File: src/rtl/dm_pkg.sv
// Shared dot-matrix definitions: arbiter state encoding, display geometry and
// the column range check used by every writer into the controller.
package dm_pkg;

  localparam int COL_W    = 5;
  localparam int ROW_W    = 7;
  localparam int DM_NCOLS = 5;

  typedef logic [COL_W-1:0] dmCol_t;
  typedef logic [ROW_W-1:0] dmRow_t;

  typedef enum logic [3:0] {
    IDLE    = 4'b0001,
    WRITE   = 4'b0010,
    RECOVER = 4'b0100,
    REJECT  = 4'b1000
  } dmState_t;

  function automatic logic colValid(input dmCol_t col, input int ncols);
    return {{(32-COL_W){1'b0}}, col} < ncols;
  endfunction

endpackage

File: src/rtl/dm_write_arbiter_if.sv
// Two-requester write port into the dot-matrix controller; master is the
// requester/enable side, slave is the arbiter.
interface dm_write_arbiter_if;
  import dm_pkg::*;

  logic   arb_en;
  logic   req0, req1;
  dmCol_t col0, col1;
  dmRow_t row0, row1;
  logic   ack0, ack1, err;
  logic   dm_write, dm_enable, busy;
  dmCol_t dm_col_addr;
  dmRow_t dm_row;

  modport master (
    output arb_en, req0, col0, row0, req1, col1, row1,
    input  ack0, ack1, err, dm_write, dm_enable, dm_col_addr, dm_row, busy
  );

  modport slave (
    input  arb_en, req0, col0, row0, req1, col1, row1,
    output ack0, ack1, err, dm_write, dm_enable, dm_col_addr, dm_row, busy
  );

endinterface

File: src/rtl/dm_write_arbiter.sv
// Round-robin arbiter serialising two column writers onto the dot-matrix
// controller, with a timed write strobe and a recovery gap after each write.
module dm_write_arbiter
  import dm_pkg::*;
#(
  parameter int WR_HOLD = 2,
  parameter int GAP     = 1,
  parameter int NCOLS   = DM_NCOLS
) (
  input  logic              clk,
  input  logic              reset,
  dm_write_arbiter_if.slave bus
);

  localparam logic [3:0] HOLD_LOAD = 4'(WR_HOLD - 1);
  localparam logic [3:0] GAP_LOAD  = 4'(GAP - 1);

  dmState_t   state, nextState;
  logic [3:0] cnt, nextCnt;
  logic       lastGrant, nextLastGrant;
  logic       ack0Q, ack1Q, nextAck0, nextAck1;
  dmCol_t     colQ, nextCol;
  dmRow_t     rowQ, nextRow;
  logic       enableQ;

  logic   anyReq;
  logic   winner;
  dmCol_t winCol;
  dmRow_t winRow;

  // Requester 1 wins when alone, or on contention when requester 0 won last.
  assign anyReq = bus.req0 | bus.req1;
  assign winner = bus.req1 & (~bus.req0 | ~lastGrant);
  assign winCol = winner ? bus.col1 : bus.col0;
  assign winRow = winner ? bus.row1 : bus.row0;

  always_comb begin
    // NOTE: every target gets a default first so no path leaves it unassigned and a latch is never inferred.
    nextState     = state;
    nextCnt       = cnt;
    nextLastGrant = lastGrant;
    nextAck0      = 1'b0;
    nextAck1      = 1'b0;
    nextCol       = colQ;
    nextRow       = rowQ;

    unique case (state)
      IDLE: begin
        if (bus.arb_en && anyReq) begin
          nextLastGrant = winner;
          nextAck0      = ~winner;
          nextAck1      = winner;
          if (colValid(winCol, NCOLS)) begin
            nextState = WRITE;
            nextCnt   = HOLD_LOAD;
            nextCol   = winCol;
            nextRow   = winRow;
          end else begin
            nextState = REJECT;
            nextCnt   = '0;
          end
        end
      end
      WRITE: begin
        if (cnt == 4'd0) begin
          if (GAP == 0) begin
            nextState = IDLE;
          end else begin
            nextState = RECOVER;
            nextCnt   = GAP_LOAD;
          end
        end else begin
          nextCnt = cnt - 4'd1;
        end
      end
      RECOVER: begin
        if (cnt == 4'd0) nextState = IDLE;
        else             nextCnt   = cnt - 4'd1;
      end
      REJECT:  nextState = IDLE;
      default: nextState = IDLE;
    endcase
  end

  // NOTE: sequential state uses non-blocking assignments so all flops update together from pre-edge values.
  always_ff @(posedge clk or negedge reset) begin
    if (!reset) begin
      state     <= IDLE;
      cnt       <= '0;
      lastGrant <= 1'b1;
      ack0Q     <= 1'b0;
      ack1Q     <= 1'b0;
      colQ      <= '0;
      rowQ      <= '0;
      enableQ   <= 1'b0;
    end else begin
      state     <= nextState;
      cnt       <= nextCnt;
      lastGrant <= nextLastGrant;
      ack0Q     <= nextAck0;
      ack1Q     <= nextAck1;
      colQ      <= nextCol;
      rowQ      <= nextRow;
      enableQ   <= bus.arb_en;
    end
  end

  // Strobe, error and busy decode straight from state so reset kills them at once.
  assign bus.ack0        = ack0Q;
  assign bus.ack1        = ack1Q;
  assign bus.err         = (state == REJECT);
  assign bus.dm_write    = (state == WRITE);
  assign bus.busy        = (state != IDLE);
  assign bus.dm_enable   = enableQ;
  assign bus.dm_col_addr = colQ;
  assign bus.dm_row      = rowQ;

endmodule

File: src/flat_wrapper.sv
// flat-port wrapper written by rule: the top's interface ports become plain ports
module dm_write_arbiter_flat import dm_pkg::*;
#(
  parameter int WR_HOLD = 2,
  parameter int GAP     = 1,
  parameter int NCOLS   = DM_NCOLS
)
  (clk, reset, bus_arb_en, bus_req0, bus_col0, bus_row0, bus_req1, bus_col1, bus_row1, bus_ack0, bus_ack1, bus_err, bus_dm_write, bus_dm_enable, bus_dm_col_addr, bus_dm_row, bus_busy);
  dm_write_arbiter_if bus_i ();
  input  logic clk;
  input  logic reset;
  input wire logic [$bits(bus_i.arb_en)-1:0] bus_arb_en;
  input wire logic [$bits(bus_i.req0)-1:0] bus_req0;
  input wire logic [$bits(bus_i.col0)-1:0] bus_col0;
  input wire logic [$bits(bus_i.row0)-1:0] bus_row0;
  input wire logic [$bits(bus_i.req1)-1:0] bus_req1;
  input wire logic [$bits(bus_i.col1)-1:0] bus_col1;
  input wire logic [$bits(bus_i.row1)-1:0] bus_row1;
  output wire logic [$bits(bus_i.ack0)-1:0] bus_ack0;
  output wire logic [$bits(bus_i.ack1)-1:0] bus_ack1;
  output wire logic [$bits(bus_i.err)-1:0] bus_err;
  output wire logic [$bits(bus_i.dm_write)-1:0] bus_dm_write;
  output wire logic [$bits(bus_i.dm_enable)-1:0] bus_dm_enable;
  output wire logic [$bits(bus_i.dm_col_addr)-1:0] bus_dm_col_addr;
  output wire logic [$bits(bus_i.dm_row)-1:0] bus_dm_row;
  output wire logic [$bits(bus_i.busy)-1:0] bus_busy;
  assign bus_i.arb_en = bus_arb_en;
  assign bus_i.req0 = bus_req0;
  assign bus_i.col0 = bus_col0;
  assign bus_i.row0 = bus_row0;
  assign bus_i.req1 = bus_req1;
  assign bus_i.col1 = bus_col1;
  assign bus_i.row1 = bus_row1;
  assign bus_ack0 = bus_i.ack0;
  assign bus_ack1 = bus_i.ack1;
  assign bus_err = bus_i.err;
  assign bus_dm_write = bus_i.dm_write;
  assign bus_dm_enable = bus_i.dm_enable;
  assign bus_dm_col_addr = bus_i.dm_col_addr;
  assign bus_dm_row = bus_i.dm_row;
  assign bus_busy = bus_i.busy;
  dm_write_arbiter #(.WR_HOLD(WR_HOLD), .GAP(GAP), .NCOLS(NCOLS)) u_core (.clk(clk), .reset(reset), .bus(bus_i));
endmodule
File: config.mk
export PLATFORM = sky130hd
export DESIGN_NAME = dm_write_arbiter_flat
export DESIGN_NICKNAME = d
export VERILOG_FILES = /design/src/rtl/dm_pkg.sv /design/src/rtl/dm_write_arbiter_if.sv /design/src/rtl/dm_write_arbiter.sv /design/src/flat_wrapper.sv
export SDC_FILE = /design/constraint.sdc
export NUM_CORES = 1
export LEC_CHECK = 0
export BUFFER_PORTS_ARGS = -buffer_cell sky130_fd_sc_hd__buf_4
export CORE_ASPECT_RATIO = 1.2
export CORE_UTILIZATION = 50
export CTS_BUF_LIST = sky130_fd_sc_hd__clkbuf_4 sky130_fd_sc_hd__clkbuf_8
export DETAILED_ROUTE_END_ITERATION = 10
export PLACE_DENSITY_LB_ADDON = 0.1
export SETUP_SLACK_MARGIN = 0.1
export SYNTH_ARGS = -nofsm -noshare
export SYNTH_HDL_FRONTEND = slang
export SYNTH_SLANG_ARGS = --single-unit
File: constraint.sdc
create_clock -name clk -period 2.6 [get_ports clk]
set_input_delay 0.13 -clock clk [delete_from_list [all_inputs] [get_ports clk]]
set_output_delay 0.13 -clock clk [all_outputs]
set_load 0.03 [all_outputs]
# ---- After elaboration in Yosys (flattened, before gate mapping)
# Cells that the tools add are included.
dict set report totals {
  register_bits 24
  output_inout_bits 18
  wordCells 48
}
dict set report classes {
  n_addsub 1
  n_lt_le_gt_ge 1
  eq_ne 9
  n_mux 16
  bitwise 6
  reduce_logical 7
}
# cell n
set ops {}
lappend ops {{$mux W4} 7}
lappend ops {{$pmux W4 S3} 2}
lappend ops {{$reduce_and A3 Y1} 3}
lappend ops {{$mux W7} 1}
lappend ops {{$ne A2 B1 Y1 const B} 3}
lappend ops {{$lt A5 B3 Y1 const B} 1}
lappend ops {{$mux W1} 5}
lappend ops {{$mux W5} 1}
lappend ops {{$eq A4 B1 Y1 const B} 1}
lappend ops {{$eq A4 B2 Y1 const B} 1}
lappend ops {{$eq A4 B3 Y1 const B} 1}
lappend ops {{$eq A4 B4 Y1 const B} 1}
lappend ops {{$logic_not A4 Y1} 1}
lappend ops {{$ne A4 B1 Y1 const B} 1}
lappend ops {{$sub A4 B1 Y4 const B} 1}
lappend ops {{$not A1 Y1} 3}
lappend ops {{$reduce_bool A3 Y1} 1}
lappend ops {{$ne A2 B2 Y1 const B} 1}
lappend ops {{$or A1 B1 Y1} 2}
lappend ops {{$reduce_and A2 Y1} 1}
lappend ops {{$and A1 B1 Y1} 1}
lappend ops {{$logic_and A1 B1 Y1} 1}

# ---- Logic depth before layout (Yosys ltp)
# Gate-level depths: netlist (run 1).
dict set report depth {
  ltp_word 8
  mapped_depth 7
  mapped_depth_nobuf 6
}

# ---- Least setup slack after synthesis (run 1)
# OpenSTA, ideal clock, no wires.
dict set report synth_path {
  path_type {reg2reg}
  from {reg u_core.cnt[0]}
  to {reg u_core.cnt[1]}
  t_arrival_ns 1.743
  setup_slack_ns 0.730
  stages_incl_launch_ff 8
  period_less_slack_ns 1.870
  cell_sequence {dfrtp_1 -> inv_1 -> ha_1 -> or3b_1 -> clkbuf_1 -> a22o_2 -> nor2_4 -> mux2_1}
}
dict set report synth_between {
  elab_chain_cells 3
  word_cells_on_any_way 7
}
# item line
set synth_lines {}
lappend synth_lines {{start, declared} dm_write_arbiter.sv:19} ;# logic [3:0] cnt, nextCnt;
lappend synth_lines {{start signal, assigned} dm_write_arbiter.sv:98} ;# cnt <= nextCnt;
lappend synth_lines {{$sub A4 B1 Y4 / $logic_not A4 Y1 (equally long branches)} --}
lappend synth_lines {{$mux W4 (tied with other cells)} dm_write_arbiter.sv:77} ;# if (cnt == 4'd0) nextState = IDLE;
lappend synth_lines {{$pmux W4 S3 / $reduce_and A3 Y1 (equally long branches)} --}
# Several ways; a longest one is shown, not always the timed one. The select of a mux whose other input is x is not followed.
# A chain may end at the register's enable or synchronous reset.

# ---- Worst setup path in the final report (run 1)
dict set report layout_path {
  from {reg u_core.lastGrant}
  to {reg u_core.rowQ[0] (netlist: u_core.bus.dm_row[0])}
}
dict set report layout_between {
  elab_chain_cells 6
  word_cells_on_any_way 7
}
# item line
set layout_lines {}
lappend layout_lines {{start, declared} dm_write_arbiter.sv:20} ;# logic lastGrant, nextLastGrant;
lappend layout_lines {{start signal, assigned} dm_write_arbiter.sv:99} ;# lastGrant <= nextLastGrant;
lappend layout_lines {{$not A1 Y1 *} dm_write_arbiter.sv:33} ;# assign winner = bus.req1 & (~bus.req0 | ~lastGrant);
lappend layout_lines {{$or A1 B1 Y1 *} dm_write_arbiter.sv:33}
lappend layout_lines {{$and A1 B1 Y1 *} dm_write_arbiter.sv:33}
lappend layout_lines {{$mux W5} dm_write_arbiter.sv:34} ;# assign winCol = winner ? bus.col1 : bus.col0;
lappend layout_lines {{$lt A5 B3 Y1} dm_pkg.sv:20} ;# return {{(32-COL_W){1'b0}}, col} < ncols;
lappend layout_lines {{$reduce_and A3 Y1 (no source line)} --}
lappend layout_lines {{end signal, assigned} dm_write_arbiter.sv:103} ;# rowQ <= nextRow;
lappend layout_lines {{end, declared} dm_write_arbiter.sv:23} ;# dmRow_t rowQ, nextRow;
# Mark *: on every way between the ends. The rest lies on a longest branch, timed or not.

==> results of run 1 <==
## worst max-delay path, stage by stage (launching register included)
cell	delay [ns]
dfstp_2	0.55
a21boi_1	0.09
nor4b_1	0.62
o21ba_4	0.34
mux2_2	0.36
## per-layer routing
metal / vias to the layer above / GRT usage (%) / part of all wire, %
li1: 447 / - / -
met3: 4 / 3.22 / 4.1
met4: 0 / 8.16 / 0.94
met5: - / 0 / 0
met2: 24 / 36.8 / 56
met1: 476 / 24.1 / 39
## state kept, by name (all words and copies together) (netlist names)
register and cells:
u_core.bus.dm_col_addr 5, u_core.bus.ack0 1, u_core.bus.dm_enable 1, u_core.bus.ack1 1
u_core.bus.dm_row 7, u_core.cnt 4, u_core.lastGrant 1, u_core.state 4
## metrics by stage
| stage | worst slack, ns | hold slack, ns | instances | power, uW |
|---|---|---|---|---|
| after floorplan | 0.730 | -0.166 | 95 | 873 |
| after global placement | 0.602 | 0.0423 | 169 | 1070 |
| after detailed placement | 0.610 | 0.0414 | 169 | 1090 |
| after CTS | 0.519 | 0.152 | 175 | 1360 |
| after global routing | 0.441 | 0.143 | 175 | 1410 |
| final | 0.521 | 0.155 | 175 | 1340 |
## cell families (layout without fill, tap and decap cells)
kind of cell,count (synthesis),count (layout),share of synthesized area (%)
buf+inv,7,56,3.05
xor+xnor,1,1,0.712
fa+ha+maj,2,2,2.03
mux,21,21,19.2
flops,24,24,49.0
compound gates,18,18,11.7
simple gates,22,22,14.3
## layout make-up
class	instances	area share, %
flip-flops and latches	24	36.1
multi-input cells	64	35.4
repair buffers	49	22.3
well taps	31	2.32
clock inverters	1	1.80
clock buffers	3	1.35
inverters	3	0.675
## worst max-delay path by stage
| stage | depth (start not counted) | end | start |
|---|---|---|---|
| floorplan | 7 | u_core.cnt[1]$_DFFE_PN0P_ | u_core.cnt[0]$_DFFE_PN0P_ |
| global placement | 4 | u_core.bus.dm_row[1]$_DFFE_PN0P_ | u_core.lastGrant$_DFFE_PN1P_ |
| detailed placement | 4 | u_core.bus.dm_row[0]$_DFFE_PN0P_ | u_core.lastGrant$_DFFE_PN1P_ |
| CTS | 4 | u_core.bus.dm_row[0]$_DFFE_PN0P_ | u_core.lastGrant$_DFFE_PN1P_ |
| global route | 4 | u_core.bus.dm_row[0]$_DFFE_PN0P_ | u_core.lastGrant$_DFFE_PN1P_ |
| finish | 4 | u_core.bus.dm_row[0]$_DFFE_PN0P_ | u_core.lastGrant$_DFFE_PN1P_ |
## power breakdown
part           leakage, uW  internal [uW]  switching (uW)  total [uW]
sequential        0.000304            473            58.5         532
combinational     0.000475            244             302         546
clock            0.0000279            156             106         262
## cell usage in the layout (no fill, tap or decap), types with 2 or more instances in the layout
cell type      instances
o22ai_1                3
mux2_1                 8
and3_1                 2
dfrtp_1               22
nor2_1                 4
inv_1                  3
dlygate4sd3_1          2
ha_1                   2
nor4b_4                2
dfstp_2                2
nor3_1                 3
nor2b_1                2
clkbuf_4               3
buf_4                 47
o2bb2ai_1              2
nand3b_1               2
a21o_2                 2
nor4b_1                3
mux2_2                13
o21ai_0                2
==> key figures, run 1 <==
Status
  • Status: complete, no violations

Setup path
  • FF-to-FF setup slack: 0.52 ns
  • Worst setup SP type: flop
  • Worst Path Required: 2.80 ns
  • WP data arrival: 2.28 ns
  • Worst R2R Start: u_core.lastGrant$_DFFE_PN1P_
  • Critical path class: flop to flop
  • Crit. End Element: flop
  • R2R depth: 4
  • Critical Path Fanout Max: 13
  • Capture point of the worst reg-to-reg path: u_core.bus.dm_row[0]$_DFFE_PN0P_

Floorplan
  • Initial Util: 53.4%
  • # rows: 19
  • Die ar.: 0.00267 mm2
  • Die X-Extent: 47.3 um
  • Core area: 0.00231 mm2
  • Die H: 56.4 um
  • # IOs: 47

Yosys
  • Synth Flop Type: dfrtp_1
  • Asr flop ratio synth: 100%
  • Post-Synthesis Cells: 95
  • Post-synthesis sequential area ratio: 49.0%
  • Syn. warnings: 0
  • Post-synth EDFFs: 0
  • Mean post-synth cell area: 13.0 um2
  • Leading area contributor after synthesis: dfrtp_1
  • Post-Syn Area: 0.00123 mm2
  • Synth cell count leaders: dfrtp_1, mux2_2, mux2_1
  • Synth top area cells: dfrtp_1, mux2_2, mux2_1
  • Synth Register Bits: 24
  • Netlist cell types: 34
  • Syn_nets: 126
  • Top-count cell post-synth: dfrtp_1
  • Post-synth top area share: 44.7%

Clock network
  • Post-cts sizing count: 0
  • Max Root-Sink Buffers: 2
  • TritonCTS buffer count: 3
  • Hold-fix buffers, CTS: 2
  • Clk sink count: 24
  • Clock root buffer: clkbuf_4
  • CTS tree: built
  • Clock slew seen by the registers of the worst setup and hold paths: 0.13 ns
  • Post-CTS Setup Bufs: 0
  • Clk_lat worst skew: 0.31 ns
  • H-tree depth: 1

STA
  • Setup tns final: 0 ns
  • Setup violators final: 0
  • Post-Route Skew: 0.00844 ns
  • Worst-Margin Slew: 0.719 ns
  • FMAX: 481 MHz
  • Period utilisation layout: 79.9%
  • RSZ-0062 raised after global routing: false
  • Tmin final: 2.08 ns
  • Max Slew Vio Count: 0
  • Hold Fails Final Rpt: 0
  • Slew margin rel.: 51.4%

Detailed routing
  • Total number of vias: 951
  • Total wire length: 2440 um
  • DRT Pass-1 Iters: 2
  • WL/cell: 13.9 um
  • Vias per Instance: 5.43
  • DRC viols: 0
  • 1st-iter DRT viols: 13
  • Antenna Nets Post-Route: 0

Layout
  • Area Overhead vs Synth: 35.6%
  • Share of layout cells above drive strength 1: 51.4%
  • Multi-input combinational cell area: 591 um2
  • # diodes: 0
  • Fillers: 179
  • FF/Latch Area: 603 um2
  • Final Instance Area: 0.00167 mm2
  • Core Util, Final: 72.4%
  • Final net count: 176

Worst hold path
  • Hold/Removal Path Class: input pin to flop
  • Hold path start: bus_row0[4]
  • WHS Endpoint: u_core.bus.dm_row[4]$_DFFE_PN0P_
  • Hold Path Stages: 3

Placed design
  • Placer congestion estimate: 0.946
  • Dpl hpwl: 1940 um
  • Placed inst area: 0.00160 mm2
  • Input/output buffers: 46

Global route
  • Initial antenna violation count: 0
  • First-pass GRT wire length: 4070 um
  • Largest net degree at the start of global routing: 25
  • Number of global-route vias before repair: 985
  • GRT Total Usage: 21.0%
  • GR Overflow Total: 0

Power
  • Pwr Density: 803 mW/mm2
  • Leak: 0.000807 uW
  • Maximum VDD drop: 0.000659 V

Run
  • Max cap viols: 0
No activity file was read; power rests on OpenSTA's default activity.
==> run 2, diff against run 1 <==
Settings changed: CORE_UTILIZATION 50 to 45.
Clock period 2.6 ns to 1.75 ns, I/O delays scaled along.
==> key figures, run 2 (synthesis gave the netlist of run 1 again) <==
Setup path
  • Critical Path Fanout Max: 3 (was 13)
  • R2R depth: 6 (was 4)
  • Critical path class: flop to flop (unchanged)
  • Crit. End Element: flop (unchanged)
  • FF-to-FF setup slack: 0.002 ns (was 0.52 ns)
  • Worst Path Required: 1.96 ns (was 2.80 ns)
  • Worst R2R Start: u_core.cnt[0]$_DFFE_PN0P_ (was u_core.lastGrant$_DFFE_PN1P_)
  • Worst setup SP type: flop (unchanged)
  • Capture point of the worst reg-to-reg path: u_core.cnt[1]$_DFFE_PN0P_ (was u_core.bus.dm_row[0]$_DFFE_PN0P_)
  • WP data arrival: 1.95 ns (was 2.28 ns)

Power
  • Pwr Density: 1050 mW/mm2 (was 803 mW/mm2)
  • Combinational Power Share: 50.0% (was 40.8%)
  • Total power: 2110 uW (was 1340 uW)
  • Maximum VDD drop: 0.000905 V (was 0.000659 V)
  • Leak: 0.000993 uW (was 0.000807 uW)
  • Seq pwr share: 37.5% (was 39.7%)
  • Net Sw Frac: 35.7% (was 34.8%)
  • Internal Pwr Total: 1360 uW (was 873 uW)
  • Sw Pwr: 754 uW (was 467 uW)
  • Clock power frac: 12.5% (was 19.6%)

Detailed routing
  • DRT Pass-1 Iters: 4 (was 2)
  • 1st-iter DRT viols: 13 (unchanged)
  • Total wire length: 3070 um (was 2440 um)
  • Antenna Nets Post-Route: 0 (unchanged)
  • WL/cell: 14.9 um (was 13.9 um)
  • Vias per Instance: 5.23 (was 5.43)
  • Total number of vias: 1077 (was 951)
  • DRC viols: 0 (unchanged)

Placed design
  • Dpl hpwl: 2230 um (was 1940 um)
  • Placed inst area: 0.00180 mm2 (was 0.00160 mm2)
  • Placer congestion estimate: 0.773 (was 0.946)
  • Inst Count DP: 191 (was 169)
  • Input/output buffers: 46 (unchanged)

Layout
  • Final Instance Area: 0.00200 mm2 (was 0.00167 mm2)
  • Most frequent cells in the layout: buf_4, dfrtp_1, mux2_4 (was buf_4, dfrtp_1, mux2_2)
  • Fillers: 176 (was 179)
  • Number of flip-flops under the largest register name: 7 (unchanged)
  • Final Non-Filler Cells: 206 (was 175)
  • Final net count: 205 (was 176)
  • Core Util, Final: 78.4% (was 72.4%)
  • FF/Latch Area: 606 um2 (was 603 um2)
  • # diodes: 0 (unchanged)
  • Multi-input combinational cell area: 679 um2 (was 591 um2)
  • Commonest non-fill, non-tap cell in the layout: buf_4 (unchanged)
  • Area Overhead vs Synth: 62.5% (was 35.6%)
  • Share of layout cells above drive strength 1: 69.4% (was 51.4%)

STA
  • Max Slew Vio Count: 0 (unchanged)
  • Hold Fails Final Rpt: 0 (unchanged)
  • Post-Route Skew: 0.00422 ns (was 0.00844 ns)
  • Setup violators final: 0 (unchanged)
  • Slew margin rel.: 78.5% (was 51.4%)
  • Period utilisation layout: 99.9% (was 79.9%)
  • Tmin final: 1.75 ns (was 2.08 ns)
  • Worst-Margin Slew: 0.318 ns (was 0.719 ns)
  • FMAX: 572 MHz (was 481 MHz)
  • RSZ-0062 raised after global routing: true (was false)

Global route
  • GR Overflow Total: 0 (unchanged)
  • Largest net degree at the start of global routing: 25 (unchanged)
  • GRT Total Usage: 22.3% (was 21.0%)
  • First-pass GRT wire length: 4920 um (was 4070 um)
  • Initial antenna violation count: 0 (unchanged)
  • Number of global-route vias before repair: 1121 (was 985)

Worst hold path
  • Hold path start: bus_row0[4] (unchanged)
  • Hold/Removal Path Class: input pin to flop (unchanged)
  • Hold Path Stages: 3 (unchanged)
  • WHS Endpoint: u_core.bus.dm_row[4]$_DFFE_PN0P_ (unchanged)

Run
  • Max cap viols: 0 (unchanged)

Floorplan
  • Die ar.: 0.00295 mm2 (was 0.00267 mm2)
  • # rows: 20 (was 19)
  • Die X-Extent: 49.8 um (was 47.3 um)
  • Initial Util: 48.2% (was 53.4%)
  • Die H: 59.3 um (was 56.4 um)
  • Core area: 0.00255 mm2 (was 0.00231 mm2)
  • # IOs: 47 (unchanged)

Clock network
  • Clock root buffer: clkbuf_4 (unchanged)
  • Clk sink count: 24 (unchanged)
  • Max Root-Sink Buffers: 2 (unchanged)
  • TritonCTS buffer count: 3 (unchanged)
  • Clk_lat worst skew: 0.31 ns (about the same)
  • CTS tree: built (unchanged)
  • H-tree depth: 1 (unchanged)
  • Clock slew seen by the registers of the worst setup and hold paths: 0.12 ns (was 0.13 ns)

Status
  • Status: complete, no violations (unchanged)
==> run 2: changes by cell type in the layout (fill, tap and decap cells not counted), sizes merged <==
cell and delta:
buf +29, bufinv -1, clkbuf +1
==> run 2: worst max-delay path by stage <==
stage | startpoint | endpoint | slack [ns] | cells past startpoint
2_1_floorplan | u_core.cnt[0]$_DFFE_PN0P_ | u_core.cnt[1]$_DFFE_PN0P_ | -0.10 | 7
3_3_place_gp | u_core.lastGrant$_DFFE_PN1P_ | u_core.bus.dm_col_addr[2]$_DFFE_PN0P_ | 0.005 | 4
3_5_place_dp | u_core.cnt[1]$_DFFE_PN0P_ | u_core.cnt[1]$_DFFE_PN0P_ | -0.04 | 6
4_1_cts | u_core.cnt[0]$_DFFE_PN0P_ | u_core.cnt[1]$_DFFE_PN0P_ | -0.002 | 6
6_report | u_core.cnt[0]$_DFFE_PN0P_ | u_core.cnt[1]$_DFFE_PN0P_ | 0.002 | 6
5_1_grt | u_core.state[3]$_DFFE_PN0P_ | u_core.cnt[0]$_DFFE_PN0P_ | -0.08 | 7
==> run 2: timing repair <==
action,4_1_cts,5_1_grt
buffers inserted,8,3
pin swaps,7,5
hold buffers,2,0
resized for setup,14,5
hold endpoints to repair,25,0
endpoints found under the setup margin,16,19
==> run 2: final cells by class <==
| type | count | share of cell area (%) |
|---|---|---|
| timing repair buffer | 78 | 31.6 |
| tap | 33 | 2.06 |
| inverter | 3 | 0.563 |
| clock buffer | 4 | 1.50 |
| multi-input combinational | 64 | 34.0 |
| sequential | 24 | 30.3 |
==> run 2: metal layers <==
layer | share of wire, % | routed length [um] | global-route usage, %
met1 | 40 | 1220 | 25.1
met2 | 55 | 1700 | 42.9
met3 | 3.5 | 106 | 2.31
met4 | 1.6 | 48 | 8.57
met5 | 0 | 0 | 0
==> run 2: stage by stage <==
| stage | hold slack, ns | TNS, ns | setup slack, ns |
|---|---|---|---|
| 6_report | 0.130 | 0 | 0.00166 |
| 5_1_grt | 0.114 | -0.229 | -0.0788 |
| 4_1_cts | 0.119 | -0.00246 | -0.00246 |
| 3_5_place_dp | -0.000975 | -0.0569 | -0.0391 |
| 3_3_place_gp | -0.000805 | 0 | 0.00507 |
| 2_1_floorplan | -0.208 | -0.624 | -0.102 |
==> run 2: power by group through the flow <==
stage	Sequential (uW)	Clock [uW]	Combinational, uW
after global routing	808	292	1110
after CTS	794	274	1060
after detailed placement	800	0	1010
after floorplan	1040	0	360
after global placement	790	0	985
final	792	263	1060
==> run 2: worst max-delay path, stage by stage, from the launching register on <==
cell,delay (ns)
dfrtp_1,0.41
inv_2,0.06
ha_1,0.14
or3b_4,0.39
a22o_4,0.25
nor2_4,0.10
mux2_4,0.30
